**src/rtl/cpu_types_pkg.sv**
```systemverilog
// Shared CPU-side types: machine word and the RAM handshake status seen by the arbiter.
package cpu_types_pkg;

    typedef logic [31:0] word_t;

    typedef enum logic [1:0] {
        FREE   = 2'd0,
        BUSY   = 2'd1,
        ACCESS = 2'd2,
        ERROR  = 2'd3
    } ramstate_t;

endpackage

```
**src/rtl/memory_arbiter.sv**
```systemverilog
// Arbitrates icache fetches and dcache loads/stores onto a single RAM port.
// Completion is a one-cycle low pulse on iwait/dwait with load data valid in that cycle.
module memory_arbiter
    import cpu_types_pkg::*;
#(
    parameter int unsigned STARVE_MAX = 3
) (
    input  logic      CLK,
    input  logic      nRST,
    input  logic      iREN,
    input  word_t     iaddr,
    output logic      iwait,
    output word_t     iload,
    input  logic      dREN,
    input  logic      dWEN,
    input  word_t     daddr,
    input  word_t     dstore,
    output logic      dwait,
    output word_t     dload,
    output logic      ramREN,
    output logic      ramWEN,
    output word_t     ramaddr,
    output word_t     ramstore,
    input  word_t     ramload,
    input  ramstate_t ramstate
);

    localparam int unsigned SW = (STARVE_MAX > 0) ? $clog2(STARVE_MAX + 1) : 1;
    localparam logic [SW-1:0] SMAX = SW'(STARVE_MAX);

    localparam logic [1:0] IDLE  = 2'd0;
    localparam logic [1:0] ISERV = 2'd1;
    localparam logic [1:0] DSERV = 2'd2;

    logic [1:0]    state_q, state_d;
    logic [SW-1:0] starve_q, starve_d;
    logic          dreq;

    assign dreq = dREN | dWEN;

    always_ff @(posedge CLK or negedge nRST) begin
        if (!nRST) begin
            state_q  <= IDLE;
            starve_q <= '0;
        end else begin
            state_q  <= state_d;
            starve_q <= starve_d;
        end
    end

    // A dropped request takes priority over ACCESS so an abandoned op never pulses.
    always_comb begin
        state_d  = state_q;
        starve_d = starve_q;
        case (state_q)
            IDLE: begin
                if (dreq && (!iREN || (starve_q < SMAX)))
                    state_d = DSERV;
                else if (iREN)
                    state_d = ISERV;
            end
            DSERV: begin
                if (!dreq) begin
                    state_d = IDLE;
                end else if (ramstate == ACCESS) begin
                    state_d = IDLE;
                    if (iREN && (starve_q < SMAX))
                        starve_d = starve_q + 1'b1;
                end else if (ramstate == ERROR) begin
                    state_d = IDLE;
                end
            end
            ISERV: begin
                if (!iREN || (ramstate == ERROR)) begin
                    state_d = IDLE;
                end else if (ramstate == ACCESS) begin
                    state_d  = IDLE;
                    starve_d = '0;
                end
            end
            default: state_d = IDLE;
        endcase
    end

    always_comb begin
        iwait    = 1'b1;
        dwait    = 1'b1;
        iload    = '0;
        dload    = '0;
        ramREN   = 1'b0;
        ramWEN   = 1'b0;
        ramaddr  = '0;
        ramstore = '0;
        case (state_q)
            DSERV: begin
                ramaddr = daddr;
                if (dWEN) begin
                    ramWEN   = 1'b1;
                    ramstore = dstore;
                end else begin
                    ramREN = 1'b1;
                end
                if (dreq && (ramstate == ACCESS)) begin
                    dwait = 1'b0;
                    dload = ramload;
                end
            end
            ISERV: begin
                ramREN  = 1'b1;
                ramaddr = iaddr;
                if (iREN && (ramstate == ACCESS)) begin
                    iwait = 1'b0;
                    iload = ramload;
                end
            end
            default: ;
        endcase
    end

endmodule

```
**config.mk**
```make
export PLATFORM = sky130hd
export DESIGN_NAME = memory_arbiter
export DESIGN_NICKNAME = d
export VERILOG_FILES = /design/src/rtl/cpu_types_pkg.sv /design/src/rtl/memory_arbiter.sv
export SDC_FILE = /design/constraint.sdc
export NUM_CORES = 1
export LEC_CHECK = 0
export ABC_AREA = 1
export CORE_AREA = 3 3 102 104
export DETAILED_ROUTE_END_ITERATION = 8
export DIE_AREA = 0 0 105 107
export GPL_ROUTABILITY_DRIVEN = 1
export MAX_ROUTING_LAYER = met4
export PLACE_DENSITY = 0.7
export SETUP_SLACK_MARGIN = 0.4
export SYNTH_ARGS = -nofsm -noshare
export SYNTH_HDL_FRONTEND = slang
export SYNTH_SLANG_ARGS = --single-unit
```
**constraint.sdc**
```tcl
create_clock -name CLK -period 2.7 [get_ports CLK]
set_clock_uncertainty 0.15 [all_clocks]
set_input_delay 0.675 -clock CLK [delete_from_list [all_inputs] [get_ports CLK]]
set_output_delay 0.675 -clock CLK [all_outputs]
set_load 0.01 [all_outputs]
```
==> impl_metrics.ini, run 1 <==
[place]
post-dp-hpwl_um = 7890
port_buffers = 266
gp_congestion = 0.823

[critical_path]
crit_type = reg2out
cp.arrival_ps = 1870
path_max_fanout = 8
startpoint_type = flip-flop
end_kind = output port
crit_start = state_q[0]
cp_data_required_time_ps = 1880
r2r_start = state_q[0]

[run]
maxCapViolCount = 0

[power_and_ir_drop]
power_leakage_nw = 3.18
vdd_drop_max_v = 0.000455
p_per_area_nw_per_um2 = 588

[grt]
globalRoute.totalOverflow = 0
grt_use_met1 = 0.203
antenna_found_initial = 0
grt_max_degree = 24
gr-usage-met3 = 0.0476
grt.total_usage = 0.188
grt_pass1_vias = 3310
grt_pass1_wl_um = 16600
grt.busiest_layer = met2
use_met2 = 0.358

[clock_network]
cts_tree = done
clockBufferDepth = 2
cts_root_buffer = clkbuf_8
holdBufCountCts = 0
htreeDepth = 1
clk_latency_ps = 220
cts_sinks = 4
clkTransAtPathRegs_ps = 30
numCtsBuffers = 3

[timing]
worstMarginPinSlew_ps = 215
slew_violations = 0
post-route-period-util = 0.998
hold_viol = 0
setup_viol = 0
fmax_mhz = 371
relSlewSlack = 0.856
tns_ps = 0
rsz0062_at_grt = true
fin_crit_ps = 2690

[synthesis]
synth_top_family_by_area = simple AND/OR/NAND/NOR gates
yosys.area_share.simple = 0.525
synth_cell_types = 16
synth_area_leader_cell = nor2_1
yosys.area_share.adder = 0.0327
synthXorXnorAreaFrac = 0
yosysTopAreaCellShare = 0.230
synth_area_leaders = nor2_1 23%, nand2_1 21%, inv_1 19%, a21oi_1 11%, dfrtp_1 6.5%
synth-warning-count = 0
ys_seq_area_frac = 0.0654
async_reset_ff_frac = 1.00
netlist_area_um2 = 1530
synth_top_flop_cell = dfrtp_1
synth_compound_area_frac = 0.114
synth-seq-cells = 4
synth_mux_area_frac = 0
synth-edff-count = 0
syn_inst = 339
syn_nets = 478
syn_area_per_cell_um2 = 4.52

[worst_hold_path]
hold_class = reg2reg
holdCritStartpoint = starve_q[1]

[drt]
initialDrtViolationCount = 140
via_per_inst = 4.37
firstDrtPassIters = 4
antenna_left = 0
wl_um = 13600
num_vias = 3494
post_drt_wl_per_cell_um = 16.9
drcViolationCount = 0

[final_layout]
drive_gt1_frac = 0.615
syn_to_final_growth_pct = 328
n_antenna_cell = 0
utilization = 0.679
fin_nets = 808
final_common_cell = clkdlybuf4s50_1
layout_common_cells = 129 x clkdlybuf4s50_1, 97 x buf_6, 76 x nor2_4

[floorplan]
die_area_um2 = 11200
initial_core_util = 0.159
die_y_um = 107
fp-row-count = 36
fp.dieW_um = 105
core-area_um2 = 9640
pin_count = 267

[outcome]
outcome = finished, final reports clean
==> through the flow <==
step | area, um^2 | total power [W] | setup WS (ps) | hold WS (ps) | std cells
finish | 6550 | 0.00385 | 6.44 | 332 | 800
global route | 6550 | 0.00405 | -47.4 | 376 | 800
CTS | 4970 | 0.00262 | 17.9 | 333 | 775
detailed placement | 4490 | 0.00210 | -503 | 325 | 737
global placement | 4490 | 0.00208 | -481 | 317 | 737
floorplan | 1530 | 0.000959 | 532 | 229 | 339
==> final cells by class <==
class | instances | area [um^2]
Timing Repair Buffer | 345 | 3790
Fill cell | 734 | 3090
Multi-Input combinational cell | 239 | 2140
Inverter | 76 | 313
Tap cell | 133 | 166
Sequential cell | 4 | 100
Clock buffer | 3 | 41.3
==> report_power, final <==
group / switching [W] / total, W / internal, W
Combinational: 0.00174 / 0.00361 / 0.00188
Clock: 0.0000308 / 0.000126 / 0.0000950
Sequential: 0.0000226 / 0.000112 / 0.0000890
==> cells by family after synthesis <==
group / after synthesis
simple gates: 200
buf+inv: 96
compound gates: 35
fa+ha+maj: 4
flops: 4
==> worst paths after layout <==
path                                    end  slack (ps)  cells past startpoint
worst max register to register  starve_q[0]         650                     13
worst max-delay path               iload[1]           6                     11
worst min register to register  starve_q[1]         330                      2
min in group asynchronous        state_q[0]         530                      1
worst min-delay path            starve_q[1]         330                      2
max in group asynchronous       starve_q[1]        1690                      1
==> worst max-delay path, cell delays in order (launching register included) <==
cell	delay, ps
dfrtp_1	370
buf_6	110
buf_6	90
ha_4	150
buf_6	120
buf_16	110
nand2_8	60
buf_6	130
buf_12	110
buf_16	140
nor2_1	100
buf_2	150
==> layer usage <==
metal / share of wire / routed length (um) / vias to the layer above
met4: 0.013 / 182 / 0
met5: 0 / 0 / -
li1: - / - / 1643
met1: 0.36 / 4930 / 1619
met3: 0.070 / 949 / 22
met2: 0.55 / 7490 / 210
==> repair_timing <==
action,4_1_cts,5_1_grt
cloned,12,9
gates resized for setup,641,346
endpoints found under the setup margin,132,132
buffers inserted,23,16
pin swaps,11,33
hold endpoints to repair,0,0
==> synth_stat cells (3+ instances only) <==
library cell  instances
dfrtp_1               4
clkbuf_1              3
nand3_1               7
nand2_1              84
a21oi_1              35
buf_6                 3
inv_1                76
nor2_2               11
buf_2                13
ha_1                  4
nor2_1               94
==> state kept, by name, indices dropped and copies added (netlist names) <==
| name | count |
|---|---|
| state_q | 2 |
| starve_q | 2 |
Power figures use the tool's default switching activity.
==> run 2: changes to the inputs <==
--- a/config.mk
+++ b/config.mk
@@ -6,12 +6,16 @@
 export NUM_CORES = 1
 export LEC_CHECK = 0
 export ABC_AREA = 1
-export CORE_AREA = 3 3 102 104
+export CELL_PAD_IN_SITES_DETAIL_PLACEMENT = 1
+export CELL_PAD_IN_SITES_GLOBAL_PLACEMENT = 2
+export CORE_ASPECT_RATIO = 1.5
+export CORE_MARGIN = 3
+export CORE_UTILIZATION = 10
 export DETAILED_ROUTE_END_ITERATION = 8
-export DIE_AREA = 0 0 105 107
 export GPL_ROUTABILITY_DRIVEN = 1
 export MAX_ROUTING_LAYER = met4
-export PLACE_DENSITY = 0.7
+export PLACE_DENSITY = 0.95
+export REMOVE_ABC_BUFFERS = 1
 export SETUP_SLACK_MARGIN = 0.4
 export SYNTH_ARGS = -nofsm -noshare
 export SYNTH_HDL_FRONTEND = slang
==> impl_metrics.ini, run 2 (same netlist as run 1, synthesis figures left out) <==
[timing]
whs_ps = 328
post-route-period-util = 1.01
relSlewSlack = 0.866
slew_violations = 0
worstMarginPinSlew_ps = 201
fmax_mhz = 367
hold_viol = 0
fin_ws_ps = -27.6
rsz0062_at_grt = true
setup_viol = 7
tns_ps = -92.8
fin_crit_ps = 2730

[critical_path]
max_stage_delay_ps = 380
cpMostUsedCell = buf_6
crit_family = buffers and inverters
startpoint_type = flip-flop
reg2reg_setup_slack_ps = 530
cp.arrival_ps = 1900
r2r_cells = 14
slowest_stage = dfrtp_1
path_max_fanout = 7
crit_start = state_q[0]
critical_path_depth = 11
critical_path_buf_inv_count = 8
cp_data_required_time_ps = 1880
crit_type = reg2out
end_kind = output port
endpoint = dload[13]
r2r_start = state_q[1]
worstReg2RegEnd = starve_q[0]
path_cells = inv_2 -> buf_6 -> ha_4 -> buf_6 -> buf_6 -> nand4_4 -> buf_6 -> buf_16 -> buf_12 -> nor2_4 -> buf_6

[power_and_ir_drop]
power_leakage_nw = 3.23
vdd_drop_max_v = 0.000283
p_per_area_nw_per_um2 = 639
pwr-share-seq = 0.025
power.total_w = 0.00429
clkPwrFrac = 0.053
p_sw_frac = 0.421
p_sw_w = 0.00180
intPower_w = 0.00248
combPwrFrac = 0.921

[final_layout]
largestRegisters = starve_q x2, state_q x2
final_common_cell = buf_6
syn_to_final_growth_pct = 338
fin_nets = 858
n_antenna_cell = 0
finalNonFillerCells = 913
drive_gt1_frac = 0.582
fill_cells = 1706
layout_common_cells = 132 x buf_6, 129 x clkdlybuf4s50_1, 69 x inv_1

[grt]
grt_max_degree = 14
use_met2 = 0.342
grt.busiest_layer = met2
grt.total_usage = 0.169
gr-usage-met3 = 0.0271
globalRoute.totalOverflow = 0
antenna_found_initial = 0
grt_pass1_vias = 3819
grt_use_met1 = 0.163
grt_pass1_wl_um = 21500

[drt]
firstDrtPassIters = 4
antenna_left = 0
post_drt_wl_per_cell_um = 18.6
num_vias = 3656
drcViolationCount = 0
initialDrtViolationCount = 98
via_per_inst = 4.00
wl_um = 17000

[outcome]
violations = negative setup slack
outcome = complete, but fails checks

[floorplan]
fp-row-count = 54
die_y_um = 158
fp.dieW_um = 107
pin_count = 267
core-area_um2 = 14800
initial_core_util = 0.104
die_area_um2 = 16900

[clock_network]
holdBufCountCts = 0
htreeDepth = 1
clkTransAtPathRegs_ps = 30
clk_latency_ps = 220
cts_sinks = 4
numCtsBuffers = 3
cts_tree = done
cts_root_buffer = clkbuf_16
clockBufferDepth = 2

[run]
maxCapViolCount = 0

[place]
dp_cells = 812
post-dp-hpwl_um = 9610
gp_congestion = 0.800
port_buffers = 266
place_ws_ps = -473

[worst_hold_path]
hold_class = reg2reg
## run 2: changes by cell type in the layout (fill, tap and decap cells not counted), sizes merged
cell	delta
buf	+59
bufbuf	+1
clkbuf	-8
clkdlybuf4s15	-2
clkinv	-2
inv	+2
## run 2: layout make-up
type / count / area, um^2 / share of cell area
multi-input combinational: 239 / 1810 / 0.270
clock buffer: 3 / 75.1 / 0.0112
sequential: 4 / 100 / 0.0149
inverter: 76 / 293 / 0.0436
tap: 196 / 245 / 0.0366
timing repair buffer: 395 / 4180 / 0.624
## run 2: worst reg2reg max path, stage by stage, from the launching register on
cell and delay, ps:
dfrtp_1 390, buf_6 130, ha_4 160, buf_6 120, buf_16 140, buf_6 120
buf_6 110, or2_4 230, buf_4 130, buf_4 130, nand2_1 70, nor2_2 50
nand2_1 80, nand2_1 50, nand2_1 60
## run 2: power groups by stage
| stage | combinational [W] | clock, W | sequential (W) |
|---|---|---|---|
| floorplan | 0.000791 | 0 | 0.000105 |
| global placement | 0.00210 | 0 | 0.000107 |
| detailed placement | 0.00213 | 0 | 0.000108 |
| CTS | 0.00339 | 0.000232 | 0.000109 |
| global route | 0.00420 | 0.000238 | 0.000112 |
| finish | 0.00395 | 0.000228 | 0.000109 |
## run 2: stage by stage
step	util	instance area, um^2
after floorplan	-	1410
after global placement	0.312	4620
after detailed placement	0.312	4620
after CTS	0.391	5790
after global routing	0.453	6710
final	0.453	6710
## run 2: routing by layer
metal	up-vias	part of all wire
met4	0	0.033
li1	1741	-
met5	-	0
met1	1710	0.33
met3	32	0.056
met2	173	0.58
## run 2: what timing repair did
item / in CTS / in global routing
pin swaps: 12 / 18
gates resized for setup: 757 / 181
setup buffers: 62 / 18
setup endpoints to repair: 132 / 134
hold endpoints to repair: 0 / 0
cloned: 18 / 0
## run 2: how the worst min path moves through the flow
stage / cells past startpoint / endpoint / from / slack (ps)
global placement: 2 / starve_q[1] / starve_q[1] / 330
detailed placement: 2 / starve_q[1] / starve_q[1] / 320
finish: 2 / starve_q[1] / starve_q[1] / 330
floorplan: 0 / starve_q[0] / nRST / 230
CTS: 2 / starve_q[1] / starve_q[1] / 330
global route: 2 / starve_q[1] / starve_q[1] / 370
